**config.mk**
```make
export PLATFORM = sky130hd
export DESIGN_NAME = score_display_ctrl
export DESIGN_NICKNAME = d
export VERILOG_FILES = /design/src/rtl/score_display_ctrl.sv
export SDC_FILE = /design/constraint.sdc
export NUM_CORES = 1
export LEC_CHECK = 0
export CORE_AREA = 2 2 73 75
export DETAILED_ROUTE_END_ITERATION = 10
export DIE_AREA = 0 0 75 77
export PLACE_DENSITY = 0.88
export RECOVER_POWER = 25
export SLEW_MARGIN = 10
export SYNTH_ARGS = -nofsm -noshare
export SYNTH_HDL_FRONTEND = slang
export SYNTH_SLANG_ARGS = --single-unit
```
**constraint.sdc**
```tcl
create_clock -name clk -period 4.45 [get_ports clk]
set_input_delay 1.1125 -clock clk [delete_from_list [all_inputs] [get_ports clk]]
set_output_delay 1.1125 -clock clk [all_outputs]
set_load 0.1 [all_outputs]
```
**src/rtl/score_display_ctrl.sv**
```systemverilog
// score_display_ctrl: sequential double-dabble binary-to-BCD converter driving per-digit 7-segment decoders
module score_display_ctrl #(
    parameter int DIGITS  = 4,
    parameter int BIN_W   = 14,
    parameter int MAX_VAL = 9999
) (
    input  logic                  clk,
    input  logic                  reset,
    input  logic                  start,
    input  logic [BIN_W-1:0]      value,
    input  logic                  blank_lz,
    output logic                  busy,
    output logic                  done,
    output logic                  overflow,
    output logic [4*DIGITS-1:0]   digit_bcd,
    output logic [DIGITS-1:0]     digit_show
);
    localparam int SW = 4 * DIGITS;
    localparam int CW = $clog2(BIN_W + 1);
    localparam logic [BIN_W-1:0] MAXV = BIN_W'(MAX_VAL);

    typedef enum logic [1:0] {IDLE, CONV, LOAD} state_t;

    state_t          state;
    logic [SW-1:0]   scratch;
    logic [SW-1:0]   adj;
    logic [BIN_W-1:0] sh;
    logic [CW-1:0]   cnt;
    logic            ovf;
    logic [DIGITS-1:0] show;
    logic            any;

    // add-3 correction per nibble and leading-zero blanking mask from the finished scratch
    always_comb begin
        adj  = scratch;
        show = '0;
        any  = 1'b0;
        for (int i = DIGITS - 1; i >= 0; i--) begin
            adj[4*i +: 4] = scratch[4*i +: 4] >= 4'd5 ? scratch[4*i +: 4] + 4'd3 : scratch[4*i +: 4];
            any = any | (|scratch[4*i +: 4]);
            show[i] = !blank_lz || any || i == 0;
        end
    end

    // conversion FSM; published outputs change only when leaving LOAD
    always_ff @(posedge clk) begin
        if (reset) begin
            state      <= IDLE;
            busy       <= 1'b0;
            done       <= 1'b0;
            overflow   <= 1'b0;
            digit_bcd  <= '0;
            digit_show <= DIGITS'(1);
            scratch    <= '0;
            sh         <= '0;
            cnt        <= '0;
            ovf        <= 1'b0;
        end else begin
            done <= 1'b0;
            case (state)
                IDLE: if (start) begin
                    sh      <= value > MAXV ? MAXV : value;
                    ovf     <= value > MAXV;
                    scratch <= '0;
                    cnt     <= CW'(BIN_W);
                    busy    <= 1'b1;
                    state   <= CONV;
                end
                CONV: begin
                    {scratch, sh} <= {adj, sh} << 1;
                    cnt           <= cnt - 1'b1;
                    if (cnt == CW'(1)) state <= LOAD;
                end
                LOAD: begin
                    digit_bcd  <= scratch;
                    digit_show <= show;
                    overflow   <= ovf;
                    done       <= 1'b1;
                    busy       <= 1'b0;
                    state      <= IDLE;
                end
                default: state <= IDLE;
            endcase
        end
    end
endmodule

```
==> impl_metrics.csv <==
group,metric,value,unit
yosys,async_reset_ff_share,0,%
cts,clk_pin_slew,0.07,ns
pwr,power_density,380,mW/mm2
place,dp_hpwl,4250,um
layout,seqCellArea,0.00118,mm2
timing,final-hold-violation-count,0,
yosys,seq_area_frac_synth,41.9,%
worst_setup_path,slowest_stage,"clkbuf_1",
floorplan,core,0.00498,mm2
job,maxCapViolCount,0,
yosys,yosys-top-cells-area,"dfxtp_1, nand2_1, ha_1",
yosys,yosys_warnings,0,
worst_setup_path,cp.required,4.63,ns
worst_setup_path,max_stage_delay,1.09,ns
layout,num-fill-cells,426,
yosys,synth_top_area_share,41.9,%
timing,grt_setup_unrepaired,"false",
global_route,grt_pass1_vias,2292,
layout,multi_input_area,0.00144,mm2
global_route,grt_pass1_wl,10600,um
cts,cts_buffer_depth,2,
yosys,synth_flop_cell,"dfxtp_1",
timing,fin_skew,0.00703,ns
timing,post-route-period-util,69.5,%
worst_setup_path,worst_setup_path_end_kind,"flop",
worst_setup_path,critPathArrivalTime,3.27,ns
yosys,ys_types,40,
routing,vias,2545,
routing,drt-pass1-iter-count,5,
yosys,syn_inst,335,
cts,hold_buffers,0,
cts,clkLatencyLatePin,0.35,ns
cts,cts_tree,"done",
timing,tns,0,ns
cts,ctsRootBufferMaster,"clkbuf_8",
routing,wl_per_cell,14.6,um
floorplan,rows,26,
layout,drive_gt1_share,6.78,%
layout,layout.nets,395,
routing,dr.first_iter.drc_count,291,
pwr,vdd_ir_drop_max,209,uV
pwr,p_leak,1.16,nW
place,port_buffers,39,
cts,cts-resized-gates,0,
global_route,antenna_found_initial,0,
floorplan,start_util,56.7,%
cts,htreeDepth,3,
yosys,ys_ff_latch,59,
place,place_congestion,0.858,
routing,ant_nets,0,
worst_setup_path,startpoint_type,"primary input",
routing,drc,0,
worst_setup_path,worstSetupPathType,"in -> reg",
floorplan,die_h,77,um
status,status,"finished clean",
layout,layout_commonest_cell,"dfxtp_1",
worst_setup_path,crit_path_cell_trace,"dlygate4sd3_1 > clkbuf_1 > o31ai_1",
timing,max_freq,0.323,GHz
cts,post_cts_buffers,0,
layout,syn_to_final_growth,22.8,%
global_route,track_usage,24.0,%
timing,setup_viol,0,
layout,final_cell_mix,"dfxtp_1, nand2_1, clkdlybuf4s50_1, inv_1, a21oi_1",
cts,cts.sinks,59,
worst_hold_path,min_path_type,"reg -> reg",
yosys,syn-cell-area,0.00282,mm2
pwr,finalPower,1.32,mW
yosys,synth.avg_cell_area,8.42,um2
global_route,grt_max_degree,33,
floorplan,dieArea,0.00578,mm2
yosys,synth.largest_area_cell,"dfxtp_1",
yosys,synth_edf_count,0,
worst_setup_path,critPathMaxFanout,32,
timing,max_slew.worst_pin.slew,1.42,ns
layout,antenna_cells,0,
floorplan,io_pins,41,
floorplan,die_width,75,um
timing,min_period,3.09,ns
yosys,syn_nets,366,
timing,slew_headroom,5.65,%
timing,slew_viol_final,0,
routing,wl,6400,um
cts,cts_buffers,9,
global_route,overflow,0,
routing,drt-vias-per-instance,5.80,
worst max-delay path, delay by kind of cell:
family	cells	cell delay [ns]
AO/OA/AOI/OAI	1	0.20
buffers and inverters	2	1.96
final timing paths:
kind / start / end / slack, ns / depth (start not counted)
setup / recovery: reset / sh[0] / 1.36 / 3
hold / removal: sh[13] / scratch[0] / 0.45 / 2
setup reg to reg: state[0] / scratch[6] / 2.47 / 3
hold reg to reg: sh[13] / scratch[0] / 0.45 / 2
power breakdown:
part,internal (mW),switching (mW),total [mW]
sequential,0.548,0.0153,0.563
clock,0.417,0.212,0.629
combinational,0.0459,0.0771,0.123
Yosys cell counts, types with 3 or more instances:
master	instances
dfxtp_1	59
nand2_1	44
inv_1	26
a21oi_1	25
nand3_1	21
o21ai_0	14
ha_1	13
nor3_1	12
o2111ai_1	12
a211oi_1	11
buf_2	10
clkbuf_1	10
o211ai_1	10
nor2_1	8
nand2b_1	7
a31oi_1	5
nor2b_1	5
nor4b_1	5
o21a_1	5
buf_4	3
nor4_1	3
o31ai_1	3
o41ai_1	3
through the flow:
step	setup WS [ns]	hold WS, ns	cell area, um2	util, %	cells
4_1_cts	1.51	0.453	3470	69.7	439
3_3_place_gp	1.48	0.437	3210	64.4	423
5_1_grt	1.12	0.467	3460	69.6	439
2_1_floorplan	2.22	0.427	2820	-	335
6_report	1.36	0.450	3460	69.6	439
3_5_place_dp	1.38	0.447	3210	64.4	423
kinds of logic (layout without fill, tap and decap cells):
logic type	Yosys count	after routing	share of synthesized area (%)
buffers and inverters	49	83	7.36
AOI/OAI and AO/OA	93	93	22.4
xor gates and xnor gates	2	2	0.621
other	1	1	0.133
DFF	59	59	41.9
muxes	1	1	0.399
and+or+nand+nor	117	117	21.4
adders and majority gates	13	13	5.77
cell type report:
| class | count | area share, % |
|---|---|---|
| multi-input combinational | 227 | 41.4 |
| sequential | 59 | 34.1 |
| clock buffer | 12 | 4.77 |
| clock inverter | 4 | 2.75 |
| inverter | 26 | 2.82 |
| timing repair buffer | 41 | 11.6 |
| tap | 70 | 2.53 |
flip-flops by register name, summed over array words and instances (netlist names), 2 cells and up:
name,cells
cnt,4
digit_bcd,16
digit_show,3
scratch,16
sh,14
state,2
per-layer routing:
layer  wire length (um)  global-route usage [%]
met5                  0                       0
met4                107                    10.0
met3                369                    8.02
met2               3140                    37.8
met1               2790                    29.5
(Power assumes the default switching activity.)
